### src/rtl/instr_mem_ctrl.sv
`default_nettype none
// ============================================================================
// Module   : instr_mem_ctrl
// Purpose  : Loadable instruction memory for the RISC-V core. A program-load
//            port fills the array word by word while in LOAD; a registered,
//            handshaked fetch port serves the CPU front end while in RUN and
//            flags misaligned or out-of-range PCs. Loading and fetching are
//            mutually exclusive.
// Ports    : clk, reset_n           - clock, asynchronous active-low reset
//            prog_start/we/data/done - program-load controls
//            prog_ovf, load_count    - load status (sticky wrap, words written)
//            run_mode                - 1 while fetches are being served
//            fetch_req/addr/ready    - fetch request handshake
//            fetch_valid/instr/fault - fetch response, one cycle latency
// Revision : 1.0 - initial release
// ============================================================================
module instr_mem_ctrl #(
    parameter int                DEPTH     = 64,
    parameter int                DATA_W    = 32,
    parameter int                ADDR_W    = 32,
    parameter logic [DATA_W-1:0] NOP_INSTR = 'h0000_0013,
    parameter bit                BOOT_LOAD = 1'b1,
    localparam int               IDX_W     = $clog2(DEPTH)
) (
    input  logic              clk,
    input  logic              reset_n,
    input  logic              prog_start,
    input  logic              prog_we,
    input  logic [DATA_W-1:0] prog_data,
    input  logic              prog_done,
    output logic              prog_ovf,
    output logic [IDX_W:0]    load_count,
    output logic              run_mode,
    input  logic              fetch_req,
    input  logic [ADDR_W-1:0] fetch_addr,
    output logic              fetch_ready,
    output logic              fetch_valid,
    output logic [DATA_W-1:0] fetch_instr,
    output logic [1:0]        fetch_fault
);

    typedef enum logic [0:0] {
        ST_LOAD = 1'b0,
        ST_RUN  = 1'b1
    } state_t;

    localparam logic [IDX_W-1:0]  c_last_idx   = IDX_W'(DEPTH - 1);
    localparam logic [IDX_W:0]    c_depth_cnt  = (IDX_W + 1)'(DEPTH);
    localparam logic [ADDR_W-3:0] c_depth_word = (ADDR_W - 2)'(DEPTH);

    localparam logic [1:0] c_fault_ok    = 2'b00;
    localparam logic [1:0] c_fault_align = 2'b01;
    localparam logic [1:0] c_fault_range = 2'b10;

    state_t            r_state;
    logic [IDX_W-1:0]  r_wr_ptr;
    logic [IDX_W:0]    r_load_count;
    logic              r_prog_ovf;
    logic              r_fetch_valid;
    logic [DATA_W-1:0] r_fetch_instr;
    logic [1:0]        r_fetch_fault;

    // No reset on the array: a loaded program must survive a core reset.
    logic [DATA_W-1:0] r_mem [DEPTH];

    logic              w_mem_we;
    logic              w_accept;
    logic [ADDR_W-3:0] w_word;
    logic [IDX_W-1:0]  w_idx;
    logic              w_in_range;

    assign w_mem_we   = prog_we && (r_state == ST_LOAD);
    assign w_accept   = fetch_req && (r_state == ST_RUN);
    assign w_word     = fetch_addr[ADDR_W-1:2];
    assign w_idx      = fetch_addr[IDX_W+1:2];
    // Full-width compare so non-power-of-two depths reject the gap between
    // DEPTH and 2**IDX_W instead of aliasing into the array.
    assign w_in_range = (w_word < c_depth_word);

    // ------------------------------------------------------------------
    // Load / run controller
    // ------------------------------------------------------------------
    always_ff @(posedge clk or negedge reset_n) begin
        if (!reset_n) begin
            r_state      <= BOOT_LOAD ? ST_LOAD : ST_RUN;
            r_wr_ptr     <= '0;
            r_load_count <= '0;
            r_prog_ovf   <= 1'b0;
        end else begin
            case (r_state)
                ST_LOAD: begin
                    if (prog_we) begin
                        if (r_wr_ptr == c_last_idx) begin
                            r_wr_ptr   <= '0;
                            r_prog_ovf <= 1'b1;
                        end else begin
                            r_wr_ptr <= r_wr_ptr + 1'b1;
                        end
                        if (r_load_count != c_depth_cnt) begin
                            r_load_count <= r_load_count + 1'b1;
                        end
                    end
                    // A write in the same cycle still lands: the array write
                    // is driven independently of this transition.
                    if (prog_done) begin
                        r_state <= ST_RUN;
                    end
                end
                ST_RUN: begin
                    if (prog_start) begin
                        r_state      <= ST_LOAD;
                        r_wr_ptr     <= '0;
                        r_load_count <= '0;
                        r_prog_ovf   <= 1'b0;
                    end
                end
                default: r_state <= ST_LOAD;
            endcase
        end
    end

    always_ff @(posedge clk) begin
        if (w_mem_we) begin
            r_mem[r_wr_ptr] <= prog_data;
        end
    end

    // ------------------------------------------------------------------
    // Fetch response: a request seen in RUN is answered on the next edge,
    // including the cycle in which prog_start moves the block to LOAD.
    // ------------------------------------------------------------------
    always_ff @(posedge clk or negedge reset_n) begin
        if (!reset_n) begin
            r_fetch_valid <= 1'b0;
            r_fetch_instr <= NOP_INSTR;
            r_fetch_fault <= c_fault_ok;
        end else begin
            r_fetch_valid <= w_accept;
            if (w_accept) begin
                if (fetch_addr[1:0] != 2'b00) begin
                    r_fetch_fault <= c_fault_align;
                    r_fetch_instr <= NOP_INSTR;
                end else if (!w_in_range) begin
                    r_fetch_fault <= c_fault_range;
                    r_fetch_instr <= NOP_INSTR;
                end else begin
                    r_fetch_fault <= c_fault_ok;
                    r_fetch_instr <= r_mem[w_idx];
                end
            end
        end
    end

    assign run_mode    = (r_state == ST_RUN);
    assign fetch_ready = run_mode;
    assign prog_ovf    = r_prog_ovf;
    assign load_count  = r_load_count;
    assign fetch_valid = r_fetch_valid;
    assign fetch_instr = r_fetch_instr;
    assign fetch_fault = r_fetch_fault;

endmodule
`default_nettype wire

### config.mk
export PLATFORM = sky130hd
export DESIGN_NAME = instr_mem_ctrl
export DESIGN_NICKNAME = d
export VERILOG_FILES = /design/src/rtl/instr_mem_ctrl.sv
export SDC_FILE = /design/constraint.sdc
export NUM_CORES = 2
export LEC_CHECK = 0
export CORE_ASPECT_RATIO = 0.9
export CORE_MARGIN = 2
export CORE_UTILIZATION = 45
export CTS_BUF_LIST = sky130_fd_sc_hd__clkbuf_4 sky130_fd_sc_hd__clkbuf_8 sky130_fd_sc_hd__clkbuf_16
export DETAILED_ROUTE_END_ITERATION = 7
export GPL_ROUTABILITY_DRIVEN = 0
export GPL_TIMING_DRIVEN = 1
export PLACE_DENSITY = 0.67
export SETUP_SLACK_MARGIN = 0.2
export SLEW_MARGIN = 5
export SYNTH_ARGS = -nofsm -noshare
export SYNTH_HDL_FRONTEND = slang
export SYNTH_SLANG_ARGS = --single-unit
### constraint.sdc
create_clock -name clk -period 2.8 [get_ports clk]
set_input_delay 0.56 -clock clk [delete_from_list [all_inputs] [get_ports clk]]
set_output_delay 0.56 -clock clk [all_outputs]
set_load 0.02 [all_outputs]
# Yosys cells after proc, flatten, opt, wreduce, memory -nomap -nowiden
# Memory sizes are Yosys's and may differ from the RTL's.
# Index checks and enable logic that the tools add are counted.
dict set report op_classes {
  n_lt_le_gt_ge 1
  n_reduce_logical 6
  bitwise_logic 1
  n_addsub 2
  n_eq_ne 6
  n_mux 21
}
# op count
set op_table {}
lappend op_table {{two-way mux 32 bit} 2}
lappend op_table {{< comparator 30 x 7 -> 1 bit (second input constant)} 1}
lappend op_table {{two-way mux 7 bit} 3}
lappend op_table {{two-way mux 6 bit} 3}
lappend op_table {{one-hot mux 7 bit (2 select lines)} 1}
lappend op_table {{one-hot mux 6 bit (2 select lines)} 1}
lappend op_table {{adder 7 x 1 -> 7 bit (second input constant)} 1}
lappend op_table {{two-way mux 1 bit} 7}
lappend op_table {{inequality test 7 bit (second input constant)} 1}
lappend op_table {{adder 6 x 1 -> 6 bit (second input constant)} 1}
lappend op_table {{== test 6 bit (second input constant)} 1}
lappend op_table {{AND reduction 3 bit} 2}
lappend op_table {{two-way mux 2 bit} 2}
lappend op_table {{inequality test 2 x 1 -> 1 bit (second input constant)} 2}
lappend op_table {{inequality test 2 bit (second input constant)} 2}
lappend op_table {{one-hot mux 1 bit (2 select lines)} 2}
lappend op_table {{logical AND 1 bit} 2}
lappend op_table {{AND reduction 2 bit} 1}
lappend op_table {{nonzero test 2 bit} 1}
lappend op_table {{NOT 1 bit} 1}
dict set report word_totals {
  ram_bits 2048
  out_inout_bits 45
  inputBits 70
  register_bits 50
  memories 1
}
# name depth width rd rd_clocked_by_memory_dff wr line
set memory_table {}
lappend memory_table {r_mem 64 32 1 0 1 64} ;# logic [DATA_W-1:0] r_mem [DEPTH];

# Logic depth before layout (Yosys ltp)
dict set report logic_depth {
  word_depth 4
  ltp_mapped 11
  mapped_depth_nobuf 8
}

# Least setup slack after synthesis
# OpenSTA, ideal clock, no wires.
dict set report synth_timing {
  path_type {in2reg}
  startpoint {input prog_we}
  endpoint {memory r_mem[61][0] (enable)}
  arrival_time_ps 2658
  n_path_buf 1
  t_required_ps 2379
  setup_time_ps 421
  path_stages 4
  slack_ps -280
  path_cell_list {nor2b_1 -> clkbuf_1 -> nand4b_1 -> nor2_1}
}
dict set report synth_via {
  elab_chain_cells 3
}
# item line
set synth_lines {}
lappend synth_lines {{start, declared} 28} ;# input logic prog_we,
lappend synth_lines {{logical AND 1 bit} 72} ;# assign w_mem_we = prog_we && (r_state == ST_LOAD);
lappend synth_lines {{two-way mux 1 bit} 123} ;# if (w_mem_we) begin
lappend synth_lines {{two-way mux 1 bit (implied by the code)} 124} ;# r_mem[r_wr_ptr] <= prog_data;
lappend synth_lines {{end, declared} 64}
# Every way passes these cells.

# Worst setup path in the final report
dict set report layout_timing {
  startpoint {register r_fetch_instr[12] (netlist: fetch_instr[12])}
  endpoint {output fetch_instr[12]}
}
# item line
set layout_rtl {}
lappend layout_rtl {{start, declared} 60} ;# logic [DATA_W-1:0] r_fetch_instr;
lappend layout_rtl {{start signal, assigned} 148} ;# r_fetch_instr <= r_mem[w_idx];
lappend layout_rtl {{end, declared} 38} ;# output logic [DATA_W-1:0] fetch_instr,
# No word-level cell between the ends.

==> flow_metrics.py <==
metrics = {
    "pwr": {
        "ir_drop_v": 0.000660,
        "swShare_pct": 21.5,
        "p_int_mw": 52.5,
        "clockPowerShare_pct": 41.8,
        "power_density_nw_per_um2": 694,
        "seqPwrFrac_pct": 52.2,
        "total_leakage_power_nw": 31.7,
        "combPwrFrac_pct": 6.0,
        "power_mw": 66.8,
        "p_sw_mw": 14.3,
    },
    "setup_path": {
        "cp_slowest_cell": "clkdlybuf4s50_1",
        "crit_chain": "clkdlybuf4s50_1",
        "crit_arrival_ns": 1.99,
        "r2r-start": "fetch_ready$_DFF_PN0_",
        "critPathLaunch": "fetch_instr[12]$_DFFE_PN0P_",
        "cp-start-kind": "flip-flop",
        "path_max_fanout": 2,
        "crit_buf_inv": 1,
        "worst_path_largest_cell_delay_ns": 0.68,
        "worstSetupPathType": "reg -> out",
        "required_ns": 2.24,
        "crit_family": "buffers and inverters",
        "cp-end-kind": "output port",
    },
    "logic_synthesis": {
        "ys_ff_latch": 2098,
        "synth_edf_count": 2048,
        "netlist.area_leader.share_pct": 76.1,
        "synth_area_per_cell_um2": 20.8,
        "synthArstFlopShare_pct": 2.38,
        "yosys.area.top_type": "edfxtp_1",
        "synth_warnings": 0,
        "seq_area_frac_synth_pct": 77.6,
        "synthTopCellsByArea": "edfxtp_1 (76%), mux4_2 (9.9%), mux2i_1 (4.4%)",
        "syn-instance-count": 3879,
        "synth_cell_types": 63,
        "synthesis.area_um2": 80800,
        "synth_ff_type": "edfxtp_1",
        "synth_nets": 3952,
    },
    "min_path": {
        "hold_path_startpoint": "prog_data[8]",
        "min_path_type": "in -> reg",
    },
    "clock_network": {
        "htreeDepth": 4,
        "post_cts_buffers": 0,
        "cts_tree": "done",
        "cts.path.max_buffers": 3,
        "numCtsBuffers": 201,
        "numClockSinks": 2098,
        "cts.root.buffer_cell": "clkbuf_16",
        "clock_latency_ns": 0.84,
        "path_clk_slew_ns": 0.06,
    },
    "cells_and_area": {
        "fin_nets": 4487,
        "areaGrowthSynthToFinish_pct": 19.1,
        "drive_above_1_share_pct": 27.5,
        "fillers": 13500,
        "stdcell_count": 6973,
    },
    "global_route": {
        "grt_max_degree": 65,
        "grt_use_total_pct": 24.7,
        "grt_pass1_vias": 42500,
        "grt_pass1_wl_um": 320000,
        "globalRouteOverflowTotal": 0,
        "antenna_found_initial": 10,
    },
    "routing": {
        "first_iter_violations": 6250,
        "antenna_left": 0,
        "num_vias": 43100,
        "drc": 0,
        "wire_per_inst_um": 32.5,
        "first_pass_iters": 6,
        "wl_um": 227000,
        "vias_per_cell": 6.18,
    },
    "sta": {
        "rsz0062_at_grt": "false",
        "post-route-period-util_pct": 91.2,
        "setup_slack_ns": 0.246,
        "fin_skew_ns": 0.0439,
        "hold_viol_final": 0,
        "min_period_ns": 2.55,
        "setup_viol": 0,
        "drv_slew": 0,
        "fmax_mhz": 391,
        "setup_tns_ns": 0,
        "worstMarginPinSlew_ns": 1.34,
        "slew_headroom_pct": 10.1,
    },
    "run_status": {
        "status": "finished, final reports clean",
    },
    "job": {
        "drv_cap": 0,
    },
    "floorplanning": {
        "io_pins": 115,
        "die_width_um": 451,
        "dieArea_um2": 183000,
        "rows": 147,
        "die_y_um": 406,
        "coreArea_um2": 178000,
        "initial_utilization_pct": 45.3,
    },
    "place": {
        "pre_cts_ws_ns": -0.474,
        "dp.final_hpwl_um": 141000,
        "dp.cells": 6594,
        "port_buffers": 114,
    },
}
[registers in the layout, indices dropped and copies added, names as in the netlist]
name	count
prog_ovf	1
r_wr_ptr	6
r_mem	2048
load_count	7
fetch_valid	1
fetch_fault	2
fetch_instr	32
fetch_ready	1
[cells in the mapped netlist (all sizes together) (11+ instances only)]
cell type  number
nand3          80
mux2i         356
edfxtp       2048
mux2           12
mux4          362
a211oi         14
nor3           16
a31oi          11
o21ai          31
a21oi          35
buf           153
a22oi         194
inv            11
nor2          117
clkbuf         68
nor2b          29
nor4           17
nand2          98
o22ai          36
nand4          29
o221ai         15
dfrtp          47
[cell families after synthesis]
family / count (synthesis) / share of synthesized area (%)
flops: 2098 / 77.6
mux: 730 / 14.7
simple gates: 437 / 2.62
compound gates: 372 / 3.26
buf+inv: 232 / 1.68
xor+xnor: 7 / 0.0758
fa+ha+maj: 3 / 0.0464
[metal layers]
metal	wire, um	global-route usage (%)	part of all wire [%]	up-vias
li1	-	-	-	17300
met1	90400	35.1	40	22800
met2	105000	38.4	46	2559
met3	22300	4.66	9.8	449
met4	8840	9.05	3.9	10
met5	65	0	0.029	-
[cells in the final DEF (no fill, tap or decap), types with 15 or more instances in the layout]
cell type        count
edfxtp_1          2048
mux2i_1            356
mux4_2             354
buf_4              273
clkbuf_16          204
a22oi_1            194
buf_12             168
nand2_1             97
nand3_1             80
clkdlybuf4s50_1     66
nor2_4              65
nor2_1              49
dfrtp_1             45
clkinv_1            41
clkbuf_4            38
o22ai_1             36
a21oi_1             35
clkinv_2            35
buf_2               33
o21ai_0             31
nand4_1             29
bufinv_16           24
nor2b_1             23
nor4_1              16
o221ai_1            15
nor3_1              15
[power groups by stage]
stage               clock network (mW)  logic [mW]  registers, mW
CTS                               28.2        3.99           34.9
finish                            28.0        4.00           34.9
global placement                     0        3.92           35.5
global route                      29.5        4.19           34.9
floorplan                            0        1.89           35.5
detailed placement                   0        3.98           35.5
[what timing repair did]
item	4_1_cts	5_1_grt
gates resized for setup	11	1
endpoints found under the setup margin	11	1
hold buffers	1	0
pin swaps	0	0
endpoints found under the hold margin	23	0
[worst paths after layout]
path | end | slack (ns) | cells after the start
setup / recovery | fetch_instr[12] | 0.25 | 1
hold / removal | r_mem[48][8]$_DFFE_PP_ | 0.17 | 1
setup reg to reg | fetch_instr[8]$_DFFE_PN0P_ | 0.39 | 7
hold reg to reg | fetch_instr[1]$_DFFE_PN1P_ | 0.54 | 2
max in group asynchronous | fetch_instr[2]$_DFFE_PN0P_ | 1.87 | 3
min in group asynchronous | fetch_instr[22]$_DFFE_PN0P_ | 0.27 | 2
[final cells by class]
type	instances	area, um^2	area share (%)
inverters	11	41.3	0.0429
clock buffers	251	5510	5.73
well taps	2384	2980	3.10
clock inverters	121	1340	1.39
diodes	6	15.0	0.0156
flip-flops and latches	2098	62800	65.2
multi-input cells	1549	17300	17.9
repair buffers	553	6380	6.62
[metrics by stage]
stage / util [%] / hold slack (ns) / instance area [um^2]
CTS: 54.0 / 0.130 / 96300
detailed placement: 50.1 / 0.541 / 89400
global placement: 50.1 / 0.516 / 89400
global route: 54.0 / 0.150 / 96300
floorplan: - / 0.264 / 80800
finish: 54.0 / 0.171 / 96300
Note: power is estimated with default switching activity, not from simulation.
